### src/rtl/dp_ring_buffer.sv
// rtl/dp_ring_buffer.sv - two-port circular buffer with registered read, occupancy count and sticky drop flags
module dp_ring_buffer #(
    parameter int DATA_W = 8,
    parameter int DEPTH  = 16,
    parameter int AF_LVL = 12
) (
    input  logic                        clk,
    input  logic                        rst,
    input  logic                        clear,
    input  logic                        weA,
    input  logic [DATA_W-1:0]           dataInA,
    input  logic                        weB,
    output logic [DATA_W-1:0]           outB,
    output logic                        validB,
    output logic                        full,
    output logic                        empty,
    output logic                        almost_full,
    output logic [$clog2(DEPTH):0]      count,
    output logic                        overflow,
    output logic                        underflow
);

    localparam int ADDR_W = $clog2(DEPTH);
    localparam logic [ADDR_W:0] DEPTH_C = (ADDR_W+1)'(DEPTH);
    localparam logic [ADDR_W:0] AF_C    = (ADDR_W+1)'(AF_LVL);

    logic [DATA_W-1:0] mem [DEPTH];
    logic [ADDR_W-1:0] wr_ptr;
    logic [ADDR_W-1:0] rd_ptr;
    logic              rd_accept;
    logic              wr_accept;

    // Status flags decode the registered occupancy directly.
    assign full        = (count == DEPTH_C);
    assign empty       = (count == '0);
    assign almost_full = (count >= AF_C);

    // A read frees a slot in the same cycle, so a full buffer can still take a write alongside a read.
    assign rd_accept = weB & ~empty;
    assign wr_accept = weA & (~full | rd_accept);

    // Storage array: not reset; when full with a concurrent read, the write lands in the slot being read out.
    always_ff @(posedge clk) begin
        if (!clear && wr_accept) begin
            mem[wr_ptr] <= dataInA;
        end
    end

    // Pointers, occupancy, registered read port and sticky drop flags.
    always_ff @(posedge clk or negedge rst) begin
        if (!rst) begin
            wr_ptr    <= '0;
            rd_ptr    <= '0;
            count     <= '0;
            outB      <= '0;
            validB    <= 1'b0;
            overflow  <= 1'b0;
            underflow <= 1'b0;
        end else if (clear) begin
            wr_ptr    <= '0;
            rd_ptr    <= '0;
            count     <= '0;
            validB    <= 1'b0;
            overflow  <= 1'b0;
            underflow <= 1'b0;
        end else begin
            if (wr_accept) begin
                wr_ptr <= wr_ptr + ADDR_W'(1);
            end
            if (rd_accept) begin
                rd_ptr <= rd_ptr + ADDR_W'(1);
                outB   <= mem[rd_ptr];
            end
            validB <= rd_accept;
            case ({wr_accept, rd_accept})
                2'b10:   count <= count + (ADDR_W+1)'(1);
                2'b01:   count <= count - (ADDR_W+1)'(1);
                default: count <= count;
            endcase
            if (weA && full && !rd_accept) begin
                overflow <= 1'b1;
            end
            if (weB && empty) begin
                underflow <= 1'b1;
            end
        end
    end

endmodule

### config.mk
export PLATFORM = sky130hd
export DESIGN_NAME = dp_ring_buffer
export DESIGN_NICKNAME = d
export VERILOG_FILES = /design/src/rtl/dp_ring_buffer.sv
export SDC_FILE = /design/constraint.sdc
export NUM_CORES = 1
export LEC_CHECK = 0
export BUFFER_PORTS_ARGS = -buffer_cell sky130_fd_sc_hd__buf_2
export CAP_MARGIN = 20
export CORE_MARGIN = 5
export CORE_UTILIZATION = 35
export CTS_CLUSTER_SIZE = 30
export DETAILED_ROUTE_END_ITERATION = 6
export GPL_ROUTABILITY_DRIVEN = 0
export GPL_TIMING_DRIVEN = 0
export HOLD_SLACK_MARGIN = 0.06
export SETUP_SLACK_MARGIN = 0.2
export SYNTH_ARGS = -nofsm -noshare
export SYNTH_HDL_FRONTEND = slang
export SYNTH_SLANG_ARGS = --single-unit
export TNS_END_PERCENT = 30
### constraint.sdc
create_clock -name clk -period 2.77 [get_ports clk]
set_clock_uncertainty 0.1 [all_clocks]
set_input_delay 0.277 -clock clk [delete_from_list [all_inputs] [get_ports clk]]
set_output_delay 0.277 -clock clk [all_outputs]
set_load 0.005 [all_outputs]
**After elaboration in Yosys (flattened, before gate mapping)**

Memories as Yosys holds them, arrays and structs flattened. A register that Yosys moved wholly into a read port is not among the register bits.
Cells that the tools add are included.

- Memory bits (writable): 128
- Flip-flop bits (word level): 16
- Word-level logic and storage cells: 48
- Input bits: 13
- Output and inout port bits: 19
- Memories kept: 1

Memories:

| memory | words | width | read ports | clocked after memory_dff | wr ports | line | text |
|---|---|---|---|---|---|---|---|
| mem | 16 | 8 | 1 | 1 | 1 | 27 | `logic [DATA_W-1:0] mem [DEPTH];` |

- Equality and inequality tests: 3
- Add/sub/neg operators: 4
- Bitwise operators: 6
- Muxes and demuxes: 13
- $lt $le $gt $ge: 1
- Reduce and logical (&&, ||, !) cells: 14

Operators by type and width:

| cell | count |
|---|---|
| 2-to-1 mux 4 bit | 4 |
| one-hot mux 5 bit (2 select lines) | 1 |
| adder 4 x 1 -> 4 bit, second input constant | 2 |
| nonzero test 2 bit | 4 |
| 2-to-1 mux 1 bit | 7 |
| adder 5 x 1 -> 5 bit, second input constant | 1 |
| equality test 5 bit, second input constant | 1 |
| >= comparator 5 x 4 -> 1 bit, second input constant | 1 |
| zero test 5 bit | 1 |
| 2-to-1 mux 5 bit | 1 |
| subtractor 5 x 1 -> 5 bit, second input constant | 1 |
| logical AND 1 bit | 4 |
| zero test 1 bit | 3 |
| inverter 1 bit | 3 |
| nonzero test 3 bit | 1 |
| bitwise AND 1 bit | 2 |
| equality test 2 x 1 -> 1 bit, second input constant | 1 |
| equality test 2 bit, second input constant | 1 |
| AND reduction 2 bit | 1 |
| OR 1 bit | 1 |

**Depth between registers and ports, before layout**

- Word-level depth: 8
- Depth in mapped cells: 10
- Mapped depth without buffers: 9

**Worst setup path after synthesis**

Ideal clock, no wire load.

- Path kind: register to register
- Start point: register count[1]
- End point: register count[4]
- Clock period less this slack: 2.982 ns
- Path slack: -0.212 ns
- Cell stages (with the launch flop): 11
- Data required time: 2.588 ns
- Arrival time: 2.800 ns
- Setup time: 0.082 ns
- Path buffers: 1
- Cell sequence: dfrtp_1 or4_4 buf_6 o21ai_0 or2_2 inv_1 ha_1 nand2b_1 a21oi_1 mux2_2 a31oi_1

- Cells in the longest elaborated chain, start to end: 8
- Elaborated cells on any way between the ends: 14
- Those cells by class: add/sub (2); eq/ne (3); mux (2); bitwise (5); reduce/logical (2)

Ends and longest elaborated chain:

| item | line | text |
|---|---|---|
| from (decl) | 18 | `output logic [$clog2(DEPTH):0] count,` |
| from (signal assigned) | 76 | `2'b10: count <= count + (ADDR_W+1)'(1);` |
| from (signal assigned) | 77 | `2'b01: count <= count - (ADDR_W+1)'(1);` |
| from (signal assigned) | 78 | `default: count <= count;` |
| zero test 5 bit | 35 | `assign empty = (count == '0);` |
| inverter 1 bit | 39 | `assign rd_accept = weB & ~empty;` |
| bitwise AND 1 bit | 39 |  |
| OR 1 bit | 40 | `assign wr_accept = weA & (~full \| rd_accept);` |
| bitwise AND 1 bit | 40 |  |
| equality test 2 x 1 -> 1 bit or equality test 2 bit (tied branches) | 75 | `case ({wr_accept, rd_accept})` |
| one-hot mux 5 bit (2 select lines) | 75 |  |
| 2-to-1 mux 5 bit | 59 | `end else if (clear) begin` |

Parallel ways exist; a longest one is shown, timed or not.
A chain may end at the register's enable or synchronous reset.

**Worst setup path in the final report**

- Start point: register count[3]
- End point: register count[4]

Same word-level chain as after synthesis.

==> metrics <==
H-tree lvl count=4; Worst VDD drop=slightly above 0.8 mV; layout cells sized above 1=0.303; Final Cycle Share=0.954; library cells used by synthesis=38; worst hold path depth=3; CTS tree=yes; async set or reset register ratio after synthesis=0.158; Worst Setup End Kind=flip-flop; Hold Fails Final Rpt=0; setup TNS=0 ns; Setup WS pre-CTS=-0.0872 ns; CTS Sinks=152; vias per inst=between 5 and 6; drt wl/cell=20.3 um; Worst-Margin Slew=about 1 ns; die area=20500 um2; io pins=32; Overflow after GRT=0; Leak Pwr=approximately 2.5 nW; leading area contributor after synthesis=edfxtp_1; status=completed; Antenna Violating Nets Remaining=0; HP Start=clear; Root Buffer=clkbuf_16; DP HPWL=8330 um; # fillers=1541; Worst Hold End=count[3]; ANT cells=0; Crit Path Category=flip-flop to flip-flop; RSZ-0062 raised after global routing=yes; Clock Latency Late Sink=0.42 ns; final WL=13000 um; vias in the first global route=between 3000 and 4000; initial antenna violation count=0; chip width=between 100 and 150 um; Die H=143 um; CP Max Fanout=4; design area=7390 um2; worst hold-check path type=primary input to flip-flop; Min Clock Period, post-route=2.64 ns; commonest non-fill, non-tap cell in the layout=edfxtp_1; Worst Setup Start Kind=flip-flop; Fmax=0.379 GHz; area fraction of the dominant cell type after synthesis=0.619; Avg Inst Size Synth=18.0 um2; Worst Path Required=around 3.0 ns; Initial DRT Pass Iterations=5; Rows=48; Worst Setup Slack, final=0.129 ns; MaxCap Viol Count=0; main area contributors after synthesis=edfxtp_1, mux4_2, dfrtp_1, mux2i_1, nor2_1; Post-synth EDFFs=128; sequential area share after synthesis=0.716; Initial Utilization=0.358; Clock Tree Buf Depth=2; gr usage total=0.135; yosys warns=0; r2r endpoint=count[4]; first-pass GRT wire length=20000 um; top_reg_cell synth=edfxtp_1; IO Port Bufs=30; Post-DP Area=6670 um2; Clk pin slew, worst setup/hold paths=0.06 ns; Data arrival, critical path=2.87 ns; Cell Pwr Density=853 nW/um2; slew margin rel.=0.333; Final Setup Violations=0; P&R area growth vs syn=19.1%; core area=17400 um2; drt drc=0; TritonCTS buffer count=17; layout net count=425; R2R Setup Slk=0.13 ns; synthesized instance count=345; Mapped Area=6210 um2; vias=~3400; syn_nets=367; Max Slew Vio Count=0; overall power=6.30 mW; most frequent cells in the layout=edfxtp_1, buf_2, mux4_2; DR iter-0 viols=220; r2r startpoint=count[3]; pin count of the biggest net entering global routing=25; worst-case reg-to-reg path depth=10; #FFs+latches synth=152
-- cell type report --
type,count,area [um2],area share
buffer,17,82.6,0.0112
clock buffer,18,429,0.0581
clock inverter,14,161,0.0218
inverter,8,32.5,0.00440
multi-input combinational,168,1730,0.234
sequential,152,4450,0.602
tap,225,282,0.0381
timing repair buffer,39,224,0.0303
-- logic make-up after synthesis --
kind of cell    after synthesis  share of synthesized area
simple gates                 66                     0.0490
xor+xnor                      5                    0.00706
buf+inv                      25                     0.0171
mux                          55                      0.154
flops                       152                      0.716
fa+ha+maj                     9                     0.0194
compound gates               33                     0.0375
-- sequential cells by signal (all words and copies together), names as in the netlist --
name,count
rd_ptr,4
mem,128
overflow,1
underflow,1
validB,1
count,5
outB,8
wr_ptr,4
-- per-layer routing --
layer | global-route usage | wire [um] | up-vias
li1 | - | - | 1482
met1 | 0.179 | 5880 | 1761
met2 | 0.210 | 6190 | 95
met3 | 0.0445 | 692 | 24
met4 | 0.0460 | 252 | 0
met5 | 0 | 0 | -
-- how the worst max path moves through the flow --
| stage | start | endpoint | depth (start not counted) |
|---|---|---|---|
| 2_1_floorplan | count[3] | count[4] | 10 |
| 3_3_place_gp | count[0] | count[4] | 10 |
| 3_5_place_dp | count[3] | count[4] | 10 |
| 4_1_cts | rd_ptr[1] | outB[5] | 5 |
| 5_1_grt | count[3] | count[4] | 11 |
| 6_report | count[3] | count[4] | 10 |
-- critical path: stages (launching register included) --
cell      delay (ns)
dfrtp_2         0.41
or4_4           0.56
buf_8           0.15
o21ai_4         0.12
or2_4           0.16
inv_4           0.05
ha_4            0.28
nand2b_4        0.06
a21oi_4         0.20
mux2_4          0.31
a31oi_1         0.17
-- cells in the mapped netlist, types with 2 or more instances --
library cell / count
edfxtp_1: 128
mux4_2: 32
nor2_1: 30
dfrtp_1: 24
mux2i_1: 20
nand2_1: 15
clkbuf_1: 10
ha_1: 8
inv_1: 8
o221ai_1: 8
a21oi_1: 6
o21ai_0: 6
buf_2: 4
nand3_1: 4
nor2b_1: 4
xor2_1: 4
a31oi_1: 3
o211ai_1: 3
or3_1: 3
a21o_1: 2
buf_1: 2
mux2_1: 2
nand2b_1: 2
nor4_1: 2
or2_2: 2
-- metrics by stage --
step	std cells	util	hold WS [ns]
final	641	0.426	0.132
after global routing	641	0.426	0.124
after CTS	641	0.425	0.102
after detailed placement	600	0.384	0.212
after global placement	600	0.384	0.194
after floorplan	345	-	-0.119
-- power by group --
part / internal (mW) / leakage (nW) / total, mW / switching (mW)
registers: 2.61 / 1.46 / 2.71 / 0.107
logic: 0.631 / 0.780 / 1.29 / 0.660
clock network: 1.35 / 0.286 / 2.30 / 0.949
-- timing repair --
| item | in CTS | in global routing |
|---|---|---|
| endpoints found under the setup margin | 7 | 43 |
| pin swaps | 6 | 7 |
| resized for setup | 10 | 6 |
| hold endpoints to repair | 24 | 0 |
| setup buffers | 8 | 0 |
| hold buffers | 1 | 0 |
No activity file was read; power rests on OpenSTA's default activity.
